<file path="config.mk">
export PLATFORM = sky130hd
export DESIGN_NAME = sar_adc_scheduler
export DESIGN_NICKNAME = d
export VERILOG_FILES = /design/src/rtl/sar_adc_scheduler.sv
export SDC_FILE = /design/constraint.sdc
export NUM_CORES = 1
export LEC_CHECK = 0
export ABC_AREA = 1
export CAP_MARGIN = 20
export CORE_UTILIZATION = 48
export DETAILED_ROUTE_END_ITERATION = 8
export PLACE_DENSITY = 0.83
export SYNTH_ARGS = -nofsm -noshare
export SYNTH_HDL_FRONTEND = slang
export SYNTH_SLANG_ARGS = --single-unit
</file>
<file path="constraint.sdc">
create_clock -name clk -period 3.35 [get_ports clk]
set_input_delay 0.67 -clock clk [delete_from_list [all_inputs] [get_ports clk]]
set_output_delay 0.67 -clock clk [all_outputs]
set_load 0.01 [all_outputs]
</file>
<file path="src/rtl/sar_adc_scheduler.sv">
`default_nettype none
// ============================================================================
// Module   : sar_adc_scheduler
// Purpose  : Round-robin scheduler sharing one SAR ADC between NCH requesters;
//            drives mux/sample switch, runs the binary search, returns tagged
//            results over valid/ready. Optional macro SAR_SCHED_SCAN_EN adds
//            a scan_en input that forces cyclic conversion of all channels.
// Revision : 1.0 - initial release
// ============================================================================
module sar_adc_scheduler #(
    parameter int NCH        = 4,
    parameter int NBITS      = 3,
    parameter int SAMPLE_CYC = 2,
    parameter int SETTLE_CYC = 1,
    parameter int CHW        = $clog2(NCH)
) (
    input  logic             clk,
    input  logic             reset_n,
`ifdef SAR_SCHED_SCAN_EN
    input  logic             scan_en,
`endif
    input  logic [NCH-1:0]   req,
    output logic [NCH-1:0]   ack,
    output logic [CHW-1:0]   mux_sel,
    output logic             sample_en,
    output logic [NBITS-1:0] dac_code,
    input  logic             cmp,
    output logic             busy,
    output logic             result_valid,
    input  logic             result_ready,
    output logic [NBITS-1:0] result_data,
    output logic [CHW-1:0]   result_ch
);

    localparam int c_CMAX = (SAMPLE_CYC > SETTLE_CYC) ? SAMPLE_CYC : SETTLE_CYC;
    localparam int c_CNTW = (c_CMAX > 1) ? $clog2(c_CMAX) : 1;
    localparam int c_BW   = (NBITS > 1) ? $clog2(NBITS) : 1;

    typedef enum logic [1:0] {
        S_IDLE   = 2'd0,
        S_SAMPLE = 2'd1,
        S_TRIAL  = 2'd2,
        S_DONE   = 2'd3
    } state_t;

    state_t             r_state,  w_state_nxt;
    logic [CHW-1:0]     r_ptr,    w_ptr_nxt;
    logic [c_CNTW-1:0]  r_cnt,    w_cnt_nxt;
    logic [c_BW-1:0]    r_bit,    w_bit_nxt;
    logic [NCH-1:0]     r_ack,    w_ack_nxt;
    logic [CHW-1:0]     r_mux,    w_mux_nxt;
    logic               r_sample, w_sample_nxt;
    logic [NBITS-1:0]   r_dac,    w_dac_nxt;
    logic               r_busy,   w_busy_nxt;
    logic               r_valid,  w_valid_nxt;
    logic [NBITS-1:0]   r_data,   w_data_nxt;
    logic [CHW-1:0]     r_rch,    w_rch_nxt;

    logic [NCH-1:0]     w_req;
    logic               w_gnt_vld;
    logic [CHW-1:0]     w_gnt_ch;
    logic               w_grant;
    logic [NBITS-1:0]   w_code;

`ifdef SAR_SCHED_SCAN_EN
    assign w_req = scan_en ? {NCH{1'b1}} : req;
`else
    assign w_req = req;
`endif

    function automatic logic [CHW-1:0] f_wrap(input int v);
        return CHW'(v % NCH);
    endfunction

    // Descending offset scan: the last hit is the nearest channel after r_ptr.
    always_comb begin
        w_gnt_vld = 1'b0;
        w_gnt_ch  = '0;
        for (int i = NCH; i >= 1; i--) begin
            if (w_req[f_wrap(int'(r_ptr) + i)]) begin
                w_gnt_vld = 1'b1;
                w_gnt_ch  = f_wrap(int'(r_ptr) + i);
            end
        end
    end

    always_comb begin
        w_state_nxt  = r_state;
        w_ptr_nxt    = r_ptr;
        w_cnt_nxt    = r_cnt;
        w_bit_nxt    = r_bit;
        w_ack_nxt    = '0;
        w_mux_nxt    = r_mux;
        w_sample_nxt = r_sample;
        w_dac_nxt    = r_dac;
        w_valid_nxt  = r_valid;
        w_data_nxt   = r_data;
        w_rch_nxt    = r_rch;
        w_grant      = 1'b0;
        w_code       = r_dac;

        case (r_state)
            S_IDLE: begin
                w_grant = w_gnt_vld;
            end
            S_SAMPLE: begin
                if (r_cnt == '0) begin
                    w_state_nxt          = S_TRIAL;
                    w_sample_nxt         = 1'b0;
                    w_bit_nxt            = c_BW'(NBITS - 1);
                    w_dac_nxt            = '0;
                    w_dac_nxt[NBITS-1]   = 1'b1;
                    w_cnt_nxt            = c_CNTW'(SETTLE_CYC - 1);
                end else begin
                    w_cnt_nxt = r_cnt - 1'b1;
                end
            end
            S_TRIAL: begin
                if (r_cnt == '0) begin
                    if (!cmp) begin
                        w_code[r_bit] = 1'b0;
                    end
                    if (r_bit != '0) begin
                        w_code[r_bit - 1'b1] = 1'b1;
                        w_bit_nxt            = r_bit - 1'b1;
                        w_cnt_nxt            = c_CNTW'(SETTLE_CYC - 1);
                    end else begin
                        w_state_nxt = S_DONE;
                        w_valid_nxt = 1'b1;
                        w_data_nxt  = w_code;
                        w_rch_nxt   = r_mux;
                    end
                    w_dac_nxt = w_code;
                end else begin
                    w_cnt_nxt = r_cnt - 1'b1;
                end
            end
            S_DONE: begin
                if (r_valid && result_ready) begin
                    w_valid_nxt = 1'b0;
                    w_state_nxt = S_IDLE;
                    w_grant     = w_gnt_vld;
                end
            end
            default: begin
                w_state_nxt = S_IDLE;
            end
        endcase

        if (w_grant) begin
            w_state_nxt          = S_SAMPLE;
            w_ptr_nxt            = w_gnt_ch;
            w_ack_nxt[w_gnt_ch]  = 1'b1;
            w_mux_nxt            = w_gnt_ch;
            w_sample_nxt         = 1'b1;
            w_cnt_nxt            = c_CNTW'(SAMPLE_CYC - 1);
        end

        w_busy_nxt = (w_state_nxt != S_IDLE);
    end

    always_ff @(posedge clk or negedge reset_n) begin
        if (!reset_n) begin
            r_state  <= S_IDLE;
            r_ptr    <= CHW'(NCH - 1);
            r_cnt    <= '0;
            r_bit    <= '0;
            r_ack    <= '0;
            r_mux    <= '0;
            r_sample <= 1'b0;
            r_dac    <= '0;
            r_busy   <= 1'b0;
            r_valid  <= 1'b0;
            r_data   <= '0;
            r_rch    <= '0;
        end else begin
            r_state  <= w_state_nxt;
            r_ptr    <= w_ptr_nxt;
            r_cnt    <= w_cnt_nxt;
            r_bit    <= w_bit_nxt;
            r_ack    <= w_ack_nxt;
            r_mux    <= w_mux_nxt;
            r_sample <= w_sample_nxt;
            r_dac    <= w_dac_nxt;
            r_busy   <= w_busy_nxt;
            r_valid  <= w_valid_nxt;
            r_data   <= w_data_nxt;
            r_rch    <= w_rch_nxt;
        end
    end

    assign ack          = r_ack;
    assign mux_sel      = r_mux;
    assign sample_en    = r_sample;
    assign dac_code     = r_dac;
    assign busy         = r_busy;
    assign result_valid = r_valid;
    assign result_data  = r_data;
    assign result_ch    = r_rch;

endmodule
`default_nettype wire

</file>
Yosys cells after proc, flatten, opt, wreduce, memory -nomap -nowiden --
Cells that the tools add are included. W data, S select, Z words.
Storage, ports and cells: flip-flop bits (word level) 24, input bits 8, output and inout bits 17, logic and storage cells 111
Cells by class: add/subtract/negate cells 6, order comparisons 10, equal/unequal tests 9, multiplexer cells 52, bitwise gates (word level) 5, reductions and logical operators 17
Operators with widths (count):
- $mux W2 | 12
- $lt A2 B3 Y1 const B | 7
- $mux W1 | 21
- $mux W3 | 6
- $reduce_bool A2 Y1 | 6
- $ne A2 B2 Y1 const B | 5
- $bmux W1 S2 | 4
- $reduce_and A4 Y1 | 2
- $demux W1 S2 | 3
- $ge A2 B1 Y1 const B | 3
- $pmux W2 S3 | 1
- $pmux W3 S2 | 1
- $reduce_and A3 Y1 | 2
- $add A2 B1 Y2 const B | 2
- $add A2 B2 Y2 const B | 2
- $eq A2 B2 Y1 const B | 2
- $logic_and A1 B1 Y1 | 4
- $mux W4 | 1
- $pmux W1 S2 | 2
- $pmux W2 S2 | 1
- $and A3 B3 Y3 | 1
- $not A3 Y3 | 1
- $or A3 B3 Y3 | 1
- $eq A2 B1 Y1 const B | 1
- 7 further kinds | 8

Longest topological paths before layout --
Gate-level depths: netlist (run 1).
depth in word-level cells 13, mapped depth 12, gate-level depth less buffers 11

Worst setup path after synthesis (run 1) --
No wires, ideal clock.
kind input to register, from input port req[3], to register r_ack[3], in the netlist ack[3], setup time 113 ps, data arrival time 1380 ps, required time 3237 ps, setup slack 1857 ps, cell stages on the path 10, buffers on the path 0, path through inv_1 -> nand2_1 -> nand3_1 -> nand2_2 -> nor2_4 -> nand2_2 -> nand2_4 -> nor2_2 -> nand2_1 -> inv_1
On the way: word-level cells in the longest chain between the ends 11, elaborated cells between the ends (all ways) 24, those cells by class order compare (2); mux (21); reduce/logical (1)
Ends and longest elaborated chain:
- start, declared | line 22 | input logic [NCH-1:0] req,
- $bmux W1 S2 | line 80 | if (w_req[f_wrap(int'(r_ptr) + i)]) begin
- $mux W1 (not written as such) | line 80
- $mux W2 (4 in a row) | line 80
- $lt A2 B3 Y1 (not written as such) / $ge A2 B1 Y1 (equally long branches) | line 153 | w_ack_nxt[w_gnt_ch] = 1'b1;
- $logic_and A1 B1 Y1 (not written as such) | line 153
- $mux W1 (not written as such) | line 153
- $demux W1 S2 | line 153
- $mux W4 (*) | line 150 | if (w_grant) begin
- named net w_ack_nxt[3] | line 50 | logic [NCH-1:0] r_ack, w_ack_nxt;
- end signal, assigned | line 181 | r_ack <= w_ack_nxt;
- end, declared | line 50
Mark *: on every way through the listed nets, which the timed path passes. The rest lies on a longest branch. The select of a mux whose other input is x is not followed. A chain may end at the register's enable or synchronous reset.

Worst setup path in the final report (run 1) --
from register r_dac[2], in the netlist dac_code[2], to output port dac_code[2]
RTL lines:
- start, declared | line 53 | logic [NBITS-1:0] r_dac, w_dac_nxt;
- start signal, assigned | line 184 | r_dac <= w_dac_nxt;
- end, declared | line 26 | output logic [NBITS-1:0] dac_code,
No word-level cell between the ends.

==> results by group, run 1 <==
Logic synthesis
  • Synth Register Bits: 24
  • EDFF count, synth: 0
  • Cell Area, Synth: 1410 um2
  • Post-Syn Area per Cell: roughly 7.9 um2
  • Distinct cell type count of the synthesized netlist: 26
  • Area fraction of the dominant cell type after synthesis: 0.391
  • Main flop type after synthesis: dfrtp_1
  • Post-Syn Instances: 178
  • Fraction of the yosys area taken by sequential cells: 0.428
  • Async S/R FF share, synth: 1.00
  • Top cells by area, synth: dfrtp_1 39%, nand2_1 14%, ha_1 8.0%
  • Post-synth top area cell: dfrtp_1
  • Synth warn: 0
  • Syn nets: 195

Job
  • Max-Cap Viols: 0

Route
  • Post-route antenna net violation count: 0
  • Avg Vias per Cell: approximately 4.9
  • Final WL: ~2.7 mm
  • Drt pass-1 iters: 4
  • DRC violations left: 0
  • Total vias in the final route: 1,178
  • Drt wl/cell: roughly 11 um
  • Initial DRC Count: 36

STA
  • Post-route setup slack: ~1.4 ns
  • Clock skew: about 0.014 ns
  • Final hold slack: slightly below 0.5 ns
  • Slew Limit Headroom: 0.708
  • Fin crit period: ~2 ns
  • Final hold viol count: 0
  • Max Slew Vio Count: 0
  • RSZ-0062 raised after global routing: false
  • Fmax achieved: 511 MHz
  • Slew at the pin with the worst max-slew slack: 0.435 ns
  • Sum Neg Setup Slack: 0 ns
  • # setup viols final: 0
  • Crit share post-route: 0.584

Worst setup path
  • CP required: roughly 2.7 ns
  • Cell chain of the critical path: clkdlybuf4s50_1
  • CP delay by family, top: buffers and inverters
  • Worst Setup Start Kind: flip-flop
  • Slowest cell delay on critical path: about 0.55 ns
  • Slowest CP cell: clkdlybuf4s50_1
  • Worst setup EP type: output port
  • Critical path arrival: 1.29 ns
  • CP Class: flip-flop to output port
  • WP buf/inv: 1
  • Worst Path Max Fanout: 3

GRT
  • Initial antenna violation count: 0
  • Vias in the first global route: around 1.1k
  • Largest net degree at the start of global routing: 24
  • Total track usage: 0.185
  • First-pass GRT wire length: between 4 and 5 mm
  • GRT overflow: 0

Floorplanning
  • Initial core utilization: 0.511
  • Chip height: around 56 um
  • Die width: about 56 um
  • Row cnt: 19
  • DIE AREA: 3160 um2
  • Core area: between 2000 and 3000 um2
  • Io pins: 25

Clock tree
  • CTS tree: yes
  • Cts bufs inserted: 3
  • Skew-Pair Late Insertion Delay: around 0.31 ns
  • CTS max path bufs: 2
  • CTS HTree Levels: 1
  • Clk sinks: 24
  • Clock transition at the registers of the reported paths: 0.14 ns
  • Resized cells post-CTS: 0
  • Clk root buf: clkbuf_4
  • Post-cts hold buffer count: 0
  • Post-CTS setup buffer count: 0

Cells and area
  • Layout Area Growth over Synthesis: 22.5%
  • Final core utilization: 0.626
  • Layout cell share with drive strength beyond 1: 0.140
  • Final Non-Filler Cells: 238
  • Fin nets: about 230
  • Commonest cells after routing, fill and taps aside: 53 x nand2_1, 26 x inv_1, 24 x clkdlybuf4s50_1, 22 x dfrtp_1, 12 x o21ai_0
  • Commonest non-fill, non-tap cell in the layout: nand2_1
  • ANT cells: 0

Placed design
  • Final GP Congestion: 0.894
  • DP HPWL: roughly 2.1 mm
  • Worst slack, placed: approximately 1.3 ns
  • IO Port Bufs: 24
  • Placed insts: approximately 230

Power
  • Static leakage power: around 0.88 nW
  • Worst vdd ir: ~0.64 mV
  • Pwr Density: 968 nW/um2

Status
  • Status: finished, final reports clean

Min path
  • Worst hold path class: flip-flop to flip-flop
-- cell usage after synthesis, types with 2 or more instances --
library cell,instances
nor2_2,4
nand2_1,53
nand3_1,9
nand2_2,11
dfstp_2,2
dfrtp_1,22
o21ai_0,12
ha_1,9
a31oi_1,2
nor2_4,2
a21oi_1,3
inv_1,26
nor2_1,10
-- metrics by stage --
| step | power [mW] | cell area (um2) |
|---|---|---|
| 2_1_floorplan | 1.23 | 1410 |
| 3_3_place_gp | 1.52 | 1680 |
| 3_5_place_dp | 1.54 | 1680 |
| 4_1_cts | 1.68 | 1710 |
| 5_1_grt | 1.83 | 1730 |
| 6_report | 1.67 | 1730 |
-- logic make-up after synthesis --
family,count (synthesis),synth area share
simple gates,93,0.306
compound gates,23,0.0986
flops,24,0.428
fa+ha+maj,9,0.0799
buf+inv,29,0.0879
-- power by group --
group	leakage [nW]	switching, mW	internal [mW]
Sequential	0.293	0.111	0.429
Combinational	0.568	0.579	0.421
Clock	0.0150	0.0843	0.0464
Total	0.876	0.774	0.896
-- sequential cells by signal, summed over array words and instances, names as in the netlist --
| signal | cells |
|---|---|
| ack | 4 |
| dac_code | 3 |
| result_data | 3 |
| mux_sel | 2 |
| r_bit | 2 |
| r_ptr | 2 |
| r_state | 2 |
| result_ch | 2 |
| busy | 1 |
| r_cnt | 1 |
| result_valid | 1 |
| sample_en | 1 |
-- final cells by class --
class / count / area, um2
clock buffer: 4 / 26.3
fill: 244 / 1030
inverter: 28 / 113
multi-input combinational: 125 / 682
sequential: 24 / 603
tap: 31 / 38.8
timing repair buffer: 26 / 263
-- metal layers --
| metal | up-vias | GRT usage | wire, um |
|---|---|---|---|
| met3 | 0 | 0.0279 | 106 |
| met5 | - | 0 | 0 |
| li1 | 615 | - | - |
| met1 | 538 | 0.270 | 1300 |
| met4 | 0 | 0.0314 | 0 |
| met2 | 25 | 0.296 | 1250 |
-- path summary, 6_finish.rpt --
check | startpoint | to | slack (ns) | cells past startpoint
worst max register to register | r_state[0] | result_data[1] | 1.55 | 7
min in group asynchronous | reset_n | result_valid | 0.61 | 1
max in group asynchronous | reset_n | r_ptr[0] | 2.09 | 3
worst min-delay path | result_ch[0] | result_ch[0] | 0.48 | 2
worst max-delay path | dac_code[2] | dac_code[2] | 1.39 | 1
worst min register to register | result_ch[0] | result_ch[0] | 0.48 | 2
-- worst register-to-register path, delay by kind of cell, from the launching register on --
kind / cells / cell delay, ns
buffers and inverters: 3 / 0.48
flip-flops: 1 / 0.45
AND/OR/NAND/NOR: 2 / 0.44
AO/OA/AOI/OAI: 1 / 0.08
adder cells (fa/ha/maj): 1 / 0.25
No activity file was read; power rests on OpenSTA's default activity.
==> run 2: changes to the inputs <==
Clock period 3.35 ns to 1.99 ns, I/O delays scaled along.
==> run 2 against run 1 <==
Net effect:
- design area is 1.5% higher
- critical path type unchanged
- critical path depth did not move
- global-route usage shrank 0.71 points
- combinational power increased by 67%
- wire length is 3.6% lower
- first-iteration DRC count fell by 50%
- register-to-register slack lost 1.2 ns
- clock skew is 0.012 ns lower
- hold slack worse by 0.091 ns
- count of clock-buffer cells in the layout decreased by 1
==> results by group, run 2 (synthesized netlist as in run 1, its figures left out) <==
Clock tree
  • CTS tree: yes
  • Resized cells post-CTS: 0
  • CTS max path bufs: 2
  • Clock transition at the registers of the reported paths: approximately 0.14 ns
  • Clk sinks: 24
  • Skew-Pair Late Insertion Delay: between 0.3 and 0.4 ns
  • CTS HTree Levels: 1
  • Cts bufs inserted: 3
  • Post-CTS setup buffer count: 0
  • Post-cts hold buffer count: 0
  • Clk root buf: clkbuf_4

Route
  • DRC violations left: 0
  • Initial DRC Count: 18
  • Post-route antenna net violation count: 0
  • Drt wl/cell: 10.7 um
  • Drt pass-1 iters: 4
  • Avg Vias per Cell: ~5
  • Total vias in the final route: 1,190
  • Final WL: about 2.6 mm

STA
  • # setup viols final: 0
  • Clock skew: between 0.002 and 0.0025 ns
  • Sum Neg Setup Slack: 0 ns
  • Post-route setup slack: 0.294 ns
  • Max Slew Vio Count: 0
  • Final hold viol count: 0
  • Slew at the pin with the worst max-slew slack: 0.292 ns
  • Slew Limit Headroom: 0.805
  • RSZ-0062 raised after global routing: false
  • Fmax achieved: approximately 590 MHz
  • Fin crit period: 1.70 ns
  • Crit share post-route: 0.852

Floorplanning
  • Chip height: about 56 um
  • Io pins: 25
  • Initial core utilization: 0.511
  • Core area: between 2000 and 3000 um2
  • Die width: approximately 56 um
  • Row cnt: 19
  • DIE AREA: about 3200 um2

Placed design
  • Placed cell areas: roughly 1700 um2
  • IO Port Bufs: 24
  • Worst slack, placed: 0.140 ns
  • Final GP Congestion: between 0.8 and 0.9
  • Placed insts: 235
  • DP HPWL: about 2.0 mm

Cells and area
  • Commonest non-fill, non-tap cell in the layout: nand2_1
  • Final Non-Filler Cells: about 240
  • Commonest cells after routing, fill and taps aside: 53 x nand2_1, 26 x inv_1, 24 x clkdlybuf4s50_1, 22 x dfrtp_1, 12 x o21ai_0
  • Final instance area: ~1800 um2
  • Layout Area Growth over Synthesis: 24.3%
  • Fillers: 259
  • Layout cell share with drive strength beyond 1: 0.149
  • Fin nets: between 200 and 250
  • Max FFs per register: 4
  • ANT cells: 0

Power
  • Sw Share: 0.442
  • Tot Pwr: 2.94 mW
  • Clk pwr share: 0.123
  • Pwr Density: 1680 nW/um2
  • P_int: ~1.6 mW
  • Sequential Power Share: 0.309
  • Combinational share of power: 0.568
  • NetSw: around 1.3 mW
  • Worst vdd ir: about 1.1 mV
  • Static leakage power: between 0.8 and 0.9 nW

Worst setup path
  • R2R Path End: ack[1]
  • Critical path arrival: roughly 1.3 ns
  • Slowest CP cell: clkdlybuf4s50_1
  • CP required: 1.59 ns
  • CP Class: flip-flop to output port
  • CP delay by family, top: buffers and inverters
  • Reg2Reg Setup Slack: roughly 0.36 ns
  • R2R Path Start: r_state[0]
  • Worst Setup Start Kind: flip-flop
  • Worst setup EP type: output port
  • Worst Path Max Fanout: 4
  • Slowest cell delay on critical path: around 0.55 ns
  • R2R cell count: 7
  • WP buf/inv: 1
  • Cell chain of the critical path: clkdlybuf4s50_1

Status
  • Status: finished, final reports clean

GRT
  • Largest net degree at the start of global routing: 25
  • Vias in the first global route: 1,058
  • First-pass GRT wire length: between 4 and 5 mm
  • GRT overflow: 0
  • Total track usage: 0.178
  • Initial antenna violation count: 0

Job
  • Max-Cap Viols: 0

Min path
  • Worst hold path class: input port to async pin
-- run 2: metal layers --
metal | vias up | GRT usage | part of all wire
met2 | 20 | 0.296 | 0.46
li1 | 614 | - | -
met4 | 0 | 0.0523 | 0.013
met1 | 551 | 0.225 | 0.50
met5 | - | 0 | 0
met3 | 5 | 0.0488 | 0.029
-- run 2: metrics by stage --
step / utilization / hold WS, ns
after floorplan: - / 0.102
after global placement: 0.616 / 0.453
final: 0.635 / 0.391
after global routing: 0.635 / 0.409
after detailed placement: 0.616 / 0.458
after CTS: 0.635 / 0.402
-- run 2: layout make-up --
cell class	count	area (um2)	share of cell area
Clock buffer	3	22.5	0.0129
Clock inverter	1	30.0	0.0171
Inverter	28	113	0.0643
Multi-Input combinational cell	125	682	0.389
Sequential cell	24	603	0.344
Tap cell	31	38.8	0.0221
Timing Repair Buffer	27	263	0.150
-- run 2: worst max-delay path by stage --
stage / endpoint / startpoint / cells after the start
6_report: dac_code[0] / dac_code[0] / 1
5_1_grt: mux_sel[0] / mux_sel[0] / 1
4_1_cts: dac_code[0] / dac_code[0] / 1
3_5_place_dp: ack[1] / result_ready / 9
3_3_place_gp: ack[1] / result_ready / 9
2_1_floorplan: r_bit[1] / r_state[0] / 8
-- run 2: power by group through the flow --
stage	logic, mW	clock network (mW)	registers, mW
after floorplan	1.13	0	0.938
after global routing	1.87	0.390	0.935
after CTS	1.68	0.372	0.911
after global placement	1.65	0	0.914
after detailed placement	1.67	0	0.924
final	1.67	0.362	0.911
